## src/rtl/branch_predictor.sv

```systemverilog
// Direct-mapped branch predictor: fetch-time tag/target/counter lookup, trained by execute.
// Define BP_PERF_CNT_EN to implement the branch and mispredict performance counters.
module branch_predictor #(
  parameter int XLEN    = 32,
  parameter int ENTRIES = 16,
  parameter int CTR_W   = 2
) (
  input  logic            clk,
  input  logic            reset,
  input  logic [XLEN-1:0] pc_f,
  output logic            pred_taken_f,
  output logic [XLEN-1:0] pred_pc_f,
  input  logic            upd_valid,
  input  logic [XLEN-1:0] upd_pc,
  input  logic            upd_is_branch,
  input  logic            upd_is_jump,
  input  logic            upd_taken,
  input  logic [XLEN-1:0] upd_target,
  input  logic            upd_pred_taken,
  input  logic [XLEN-1:0] upd_pred_pc,
  output logic            mispredict,
  output logic [XLEN-1:0] redirect_pc,
  output logic [31:0]     branch_count,
  output logic [31:0]     mispredict_count
);

  localparam int IDX_W = $clog2(ENTRIES);
  localparam int TAG_W = XLEN - IDX_W - 2;
  localparam logic [CTR_W-1:0] CTR_MAX  = '1;
  localparam logic [CTR_W-1:0] CTR_WEAK = CTR_W'(1) << (CTR_W - 1);

  logic             valid_q  [ENTRIES];
  logic [TAG_W-1:0] tag_q    [ENTRIES];
  logic [XLEN-1:0]  target_q [ENTRIES];
  logic [CTR_W-1:0] ctr_q    [ENTRIES];

  logic [IDX_W-1:0] fetchIdx;
  logic [TAG_W-1:0] fetchTag;
  logic             fetchHit;
  logic [IDX_W-1:0] updIdx;
  logic [TAG_W-1:0] updTag;
  logic             updHit;
  logic             effTaken;
  logic [XLEN-1:0]  correctPc;

  logic             entryWe;
  logic             tagWe;
  logic             valid_d;
  logic [CTR_W-1:0] ctr_d;

  // Low PC bits and the piped direction guess carry no information for this table.
  logic unusedBits;
  assign unusedBits = ^{pc_f[1:0], upd_pc[1:0], upd_pred_taken};

  assign fetchIdx     = pc_f[IDX_W+1:2];
  assign fetchTag     = pc_f[XLEN-1:IDX_W+2];
  assign fetchHit     = valid_q[fetchIdx] && (tag_q[fetchIdx] == fetchTag);
  assign pred_taken_f = fetchHit && ctr_q[fetchIdx][CTR_W-1];
  assign pred_pc_f    = pred_taken_f ? target_q[fetchIdx] : pc_f + XLEN'(4);

  assign updIdx = upd_pc[IDX_W+1:2];
  assign updTag = upd_pc[XLEN-1:IDX_W+2];
  assign updHit = valid_q[updIdx] && (tag_q[updIdx] == updTag);

  assign effTaken    = upd_is_jump | (upd_is_branch & upd_taken);
  assign correctPc   = effTaken ? upd_target : upd_pc + XLEN'(4);
  assign mispredict  = upd_valid && (upd_pred_pc != correctPc);
  assign redirect_pc = correctPc;

  // Jump beats branch; a hitting non-control instruction is an alias and drops its entry.
  always_comb begin
    entryWe = 1'b0;
    tagWe   = 1'b0;
    valid_d = valid_q[updIdx];
    ctr_d   = ctr_q[updIdx];
    if (upd_valid) begin
      if (upd_is_jump) begin
        entryWe = 1'b1;
        tagWe   = 1'b1;
        valid_d = 1'b1;
        ctr_d   = CTR_MAX;
      end else if (upd_is_branch) begin
        if (updHit) begin
          entryWe = 1'b1;
          tagWe   = 1'b1;
          if (upd_taken) begin
            if (ctr_q[updIdx] != CTR_MAX) ctr_d = ctr_q[updIdx] + CTR_W'(1);
          end else begin
            if (ctr_q[updIdx] != '0) ctr_d = ctr_q[updIdx] - CTR_W'(1);
          end
        end else if (upd_taken) begin
          entryWe = 1'b1;
          tagWe   = 1'b1;
          valid_d = 1'b1;
          ctr_d   = CTR_WEAK;
        end
      end else if (updHit) begin
        entryWe = 1'b1;
        valid_d = 1'b0;
      end
    end
  end

  always_ff @(posedge clk or posedge reset) begin
    if (reset) begin
      for (int i = 0; i < ENTRIES; i++) begin
        valid_q[i] <= 1'b0;
        ctr_q[i]   <= '0;
      end
    end else if (entryWe) begin
      valid_q[updIdx] <= valid_d;
      ctr_q[updIdx]   <= ctr_d;
    end
  end

  // Tag and target are only meaningful behind a valid bit, so they skip reset.
  always_ff @(posedge clk) begin
    if (tagWe) begin
      tag_q[updIdx]    <= updTag;
      target_q[updIdx] <= upd_target;
    end
  end

`ifdef BP_PERF_CNT_EN
  logic [31:0] branchCount_q;
  logic [31:0] mispredictCount_q;

  always_ff @(posedge clk or posedge reset) begin
    if (reset) begin
      branchCount_q     <= '0;
      mispredictCount_q <= '0;
    end else begin
      if (upd_valid && (upd_is_branch || upd_is_jump)) branchCount_q <= branchCount_q + 32'd1;
      if (mispredict) mispredictCount_q <= mispredictCount_q + 32'd1;
    end
  end

  assign branch_count     = branchCount_q;
  assign mispredict_count = mispredictCount_q;
`else
  assign branch_count     = '0;
  assign mispredict_count = '0;
`endif

endmodule

```

## config.mk

```make
export PLATFORM = sky130hd
export DESIGN_NAME = branch_predictor
export DESIGN_NICKNAME = d
export VERILOG_FILES = /design/src/rtl/branch_predictor.sv
export SDC_FILE = /design/constraint.sdc
export NUM_CORES = 1
export LEC_CHECK = 0
export CAP_MARGIN = 40
export CORE_AREA = 3 3 391 393
export CTS_CLUSTER_SIZE = 28
export DETAILED_ROUTE_END_ITERATION = 8
export DIE_AREA = 0 0 394 396
export MAX_ROUTING_LAYER = met4
export SLEW_MARGIN = 10
export SYNTH_ARGS = -nofsm -noshare
export SYNTH_HDL_FRONTEND = slang
export SYNTH_SLANG_ARGS = --single-unit
```

## constraint.sdc

```tcl
create_clock -name clk -period 5.3 [get_ports clk]
set_input_delay 0.795 -clock clk [delete_from_list [all_inputs] [get_ports clk]]
set_output_delay 0.795 -clock clk [all_outputs]
set_load 0.02 [all_outputs]
```

### Word level (Yosys, flattened, before mapping)

Memories as Yosys holds them, arrays and structs flattened.
Index checks and enable logic that the tools add are counted.

| word-level totals | value |
|---|---|
| output and inout bits | 130 |
| input port bits | 135 |
| memories | 2 |
| RAM bits | 928 |
| word-level logic and storage cells | 100 |
| bits in registers | 48 |

Memories:

| memory | depth | bits a word | rd ports | clocked after Yosys merged registers in | wr ports | RTL line | text |
|---|---|---|---|---|---|---|---|
| target_q | 16 | 32 | 1 | 0 | 1 | 34 | `logic [XLEN-1:0] target_q [ENTRIES];` |
| tag_q | 16 | 26 | 2 | 0 | 1 | 33 | `logic [TAG_W-1:0] tag_q [ENTRIES];` |

| operators by class | value |
|---|---|
| muxes and demuxes | 45 |
| $add $sub $neg | 4 |
| magnitude comparators | 3 |
| reduce and logical (&&, ||, !) cells | 6 |
| bitwise operators | 4 |
| equality and inequality tests | 4 |

Operator list:

| kind | number |
|---|---|
| $add A32 B3 Y32 const B | 2 |
| $mux W32 | 2 |
| $eq A26 B26 Y1 | 2 |
| $bwmux W32 | 1 |
| $ne A32 B32 Y1 | 1 |
| $mux W2 | 13 |
| $mux W1 | 22 |
| $bmux W2 S4 | 2 |
| $bwmux W16 | 1 |
| $ge A5 B5 Y1 const B | 2 |
| $not A4 Y5 | 2 |
| $bmux W1 S4 | 2 |
| $demux W2 S4 | 1 |
| $logic_and A1 B1 Y1 | 5 |
| $lt A5 B1 Y1 const B | 1 |
| $demux W1 S4 | 1 |
| $add A2 B1 Y2 const B | 1 |
| $ne A2 B2 Y1 const B | 1 |
| $reduce_bool A2 Y1 | 1 |
| $sub A2 B1 Y2 const B | 1 |
| $and A1 B1 Y1 | 1 |
| $or A1 B1 Y1 | 1 |

### Logic depth before layout (Yosys ltp)

| logic depth | value |
|---|---|
| depth after elaboration | 12 |
| depth in mapped cells | 15 |
| depth with buffers taken out | 11 |

### Worst setup path after synthesis

OpenSTA, ideal clock, no wires.

| timing | value |
|---|---|
| path kind | input to register |
| start point | input port upd_pc[3] |
| end point | memory tag_q[15][0] (netlist bit), enable pin |
| required time | 4.806 ns |
| arrival time | 5.700 ns |
| slack | -0.894 ns |
| library setup time | 0.494 ns |
| cell stages on the path | 12 |
| cells stage by stage | buf_6 -> buf_6 -> buf_6 -> buf_6 -> mux4_2 -> nor2_1 -> nor3_1 -> a2111oi_0 -> a31oi_1 -> nor3_1 -> nand4b_2 -> a21oi_1 |

| on the way | value |
|---|---|
| longest elaborated chain between the ends | 11 |

RTL lines:

| element | RTL line | text |
|---|---|---|
| start, declared | 14 | `input logic [XLEN-1:0] upd_pc,` |
| branches (longest 11 deep; another with $mem_v2 Z16 W26) | -- |  |
| end, declared | 33 |  |

Parallel ways; which one is timed is not known. The select of a mux whose other input is x is not followed.

### Final worst setup path

| timing | value |
|---|---|
| start point | input port upd_pc[4] |
| end point | output port mispredict |

| on the way | value |
|---|---|
| longest elaborated chain between the ends | 4 |

RTL lines:

| element | RTL line | text |
|---|---|---|
| $add A32 B3 Y32 | 66 | `assign correctPc = effTaken ? upd_target : upd_pc + XLEN'(4);` |
| $mux W32 | 66 |  |
| $ne A32 B32 Y1 | 67 | `assign mispredict = upd_valid && (upd_pred_pc != correctPc);` |
| $logic_and A1 B1 Y1 | 67 |  |
| end, declared | 21 | `output logic mispredict,` |

Every way passes these cells.

==> summary.md <==
| Metric | Value |
|---|---|
| Outcome | `finished with violations` |
| Failing checks | `negative setup slack` |
| IO buf count | `199` |
| Met3 usage | `3.34%` |
| Multi-input combinational cell area | `14800 µm²` |
| Synth top cells by count | `928 x edfxtp_1, 384 x mux4_2, 142 x nand2_1, 96 x xnor2_1, 77 x mux2i_1` |
| Mapped Cells | `2415` |
| Htree depth | `3` |
| Gr usage total | `19.3%` |
| Netlist cell types | `73` |
| Worst reg2reg startpoint | `tag_q[4][4]$_DFFE_PP_` |
| Pins Over Slew Limit | `0` |
| Num CTS Buffers | `96` |
| Pwr/cell area | `318 nW/µm²` |
| Final setup vio count | `1` |
| Final HPWL DP | `105 mm` |
| Finished Layout Cells | `5083` |
| GRT busiest layer | `met2` |
| Xor/xnor share of the synthesized area | `3.08%` |
| Post-synth EDFFs | `928` |
| Ports | `265` |
| Sequential area share after synthesis | `65.0%` |
| Final instance area | `56300 µm²` |
| DR WL/cell | `29.2 µm` |
| Design Power | `17.9 mW` |
| Vias in the first global route | `26500` |
| Skew-Pair Late Insertion Delay | `710 ps` |
| Post-route setup slack | `-41.4 ps` |
| Register bit total from synthesis | `976` |
| Starting DRT DRC Count | `3153` |
| Antenna-violating nets left | `0` |
| Met1 GRT Util | `25.8%` |
| CTS root buffer | `clkbuf_16` |
| CP startpoint kind | `primary input` |
| Initial antenna violation count | `8` |
| Syn Area/Cell | `18.5 µm²` |
| Crit path DAT | `4550 ps` |
| CP required | `4510 ps` |
| Filler cells | `13700` |
| Top cell type's share of synthesized area | `62.3%` |
| Post-synthesis compound-gate area fraction | `2.56%` |
| Crit path capture type | `output port` |
| Largest family of logic cells by synthesized area | `multiplexers` |
| Total Routed Length | `148 mm` |
| Global Route met2 Usage | `30.2%` |
| Top cell type by total area after synthesis | `edfxtp_1` |
| Placed Cells | `4901` |
| Die area | `156000 µm²` |
| Final Util | `37.6%` |
| Remaining global-route overflow | `0` |
| Area contributors post-synth | `edfxtp_1 62%, mux4_2 19%, dfrtp_1 2.7%` |
| Area of the mapped netlist | `44700 µm²` |
| Synth Area in Simple Gates | `4.05%` |
| Worst-path clk slew | `70 ps` |
| Min Tclk post-route | `5340 ps` |
| Final nets | `3124` |
| Initial cell density of the core | `29.8%` |
| Crit path launch | `upd_pc[4]` |
| RSZ-0062 raised after global routing | `true` |
| Die width | `394 µm` |
| Drc violations | `0` |
| Max transition margin | `36.7%` |
| Via/cell ratio | `5.30` |
| Static Leak | `18.8 nW` |
| Hold-fix buffers, CTS | `0` |
| Multiplexer share of the synthesized area | `22.2%` |
| First-pass GRT wire length | `209 mm` |
| Synth Flop Type | `edfxtp_1` |
| Critical-path maximum fanout | `7` |
| Yosys warnings | `0` |
| TritonCTS clock tree | `yes` |
| Rows | `142` |
| Hold crit path type | `primary input to async pin` |
| First drt pass iteration count | `8` |
| CTS sink cnt | `976` |
| Area Growth Syn to Fin | `25.9%` |
| Peak VDD IR | `231 µV` |
| Synth async-reset ratio | `4.92%` |
| GPL Wtd Cong | `0.892` |
| Die Y | `396 µm` |
| Postcts setup bufs | `0` |
| Period Utilization, post-route | `101%` |
| Largest net degree at the start of global routing | `111` |
| Max-cap violation count | `0` |
| Worst Tran Pin Value | `940 ps` |
| Achievable frequency | `187 MHz` |
| CTS max path bufs | `3` |
| Reg area | `29100 µm²` |
| Crit Path Category | `primary input to output port` |
| Fin. Hold Viols | `0` |
| Core Footprint | `150000 µm²` |
| Total number of vias | `26900` |
| Share of cells above drive strength 1 | `33.7%` |
| Top-count cell post-synth | `edfxtp_1` |
| Placed inst area | `53000 µm²` |
| Worst Clk Skew | `59.1 ps` |
| Adder-Cell Fraction of Synth Area | `0.140%` |
-- stage by stage --
| step | hold slack, ps | TNS [ps] | setup slack (ps) |
|---|---|---|---|
| 3_3_place_gp | 473 | -2610 | -1480 |
| 5_1_grt | 430 | -76.2 | -76.2 |
| 6_report | 412 | -41.4 | -41.4 |
| 4_1_cts | 386 | -57.3 | -57.3 |
| 2_1_floorplan | 459 | -638990 | -740 |
| 3_5_place_dp | 482 | -2090 | -994 |
-- cell type report --
type / instances / area share (%)
Inverter: 22 / 0.147
Sequential cell: 976 / 51.7
Clock inverter: 52 / 1.11
Timing Repair Buffer: 619 / 11.9
Antenna cell: 6 / 0.0267
Tap cell: 2016 / 4.48
Clock buffer: 123 / 4.52
Multi-Input combinational cell: 1269 / 26.2
-- final timing paths --
check / depth (start not counted) / slack [ps] / to
hold reg to reg: 1 / 490 / ctr_q[26]$_DFFE_PP0P_
min in group clk: 1 / 490 / ctr_q[26]$_DFFE_PP0P_
max in group asynchronous: 3 / 4380 / ctr_q[5]$_DFFE_PP0P_
setup / recovery: 18 / -40 / mispredict
hold / removal: 2 / 410 / ctr_q[22]$_DFFE_PP0P_
setup reg to reg: 14 / 1340 / target_q[12][6]$_DFFE_PP_
-- metal layers --
layer / wire, µm / part of all wire [%]
met3: 12900 / 8.7
met5: 0 / 0
met2: 70200 / 47
met4: 4320 / 2.9
met1: 61100 / 41
-- placed cells by master (no fill, tap or decap), types with 9 or more instances in the layout --
master / n
edfxtp_1: 928
mux4_2: 384
buf_4: 317
clkdlybuf4s50_1: 164
nand2_1: 142
buf_12: 119
clkbuf_16: 97
xnor2_1: 95
mux2i_1: 77
o21ai_0: 72
conb_1: 64
xor2_1: 60
dfrtp_1: 48
nand3_1: 46
mux2_2: 32
nor2_1: 30
and3_1: 28
clkbuf_1: 24
nand4_1: 21
clkinv_1: 20
inv_1: 19
nor3_1: 17
nor2_4: 16
o22ai_1: 14
a21oi_1: 14
nor4_1: 13
dlymetal6s2s_1: 13
a22o_1: 11
bufinv_16: 11
nor2b_1: 10
and2_1: 9
clkinv_2: 9
-- worst max-delay path, stage by stage --
cell	delay [ps]
clkdlybuf4s50_1	520
buf_4	210
nand2_1	100
nor3_2	260
buf_4	190
buf_4	140
nand2_1	80
xor2_2	190
buf_4	160
o21ai_1	180
xnor2_1	140
nand3_1	140
nor3_4	210
buf_4	200
buf_4	120
o211ai_1	170
o41a_1	520
buf_2	200
-- sequential cells by signal, summed over array words and instances, names as in the netlist --
signal / flops
valid_q: 16
ctr_q: 32
target_q: 512
tag_q: 416
-- kinds of logic (layout without fill, tap and decap cells) --
family,Yosys count,after routing
DFF,976,976
muxes,504,504
and+or+nand+nor,366,366
buffers and inverters,233,816
AOI/OAI and AO/OA,173,173
xor gates and xnor gates,157,157
adders and majority gates,5,5
other,1,70
-- where the power goes --
part	total, mW	internal, mW	switching (mW)
sequential	8.76	8.65	0.104
combinational	2.17	0.988	1.18
clock	6.96	3.95	3.01
-- what timing repair did --
item,CTS,global route
gates resized for setup,19,16
pin swaps,3,1
setup endpoints to repair,19,14
gates cloned,1,0
endpoints found under the hold margin,0,0
(Power assumes the default switching activity.)
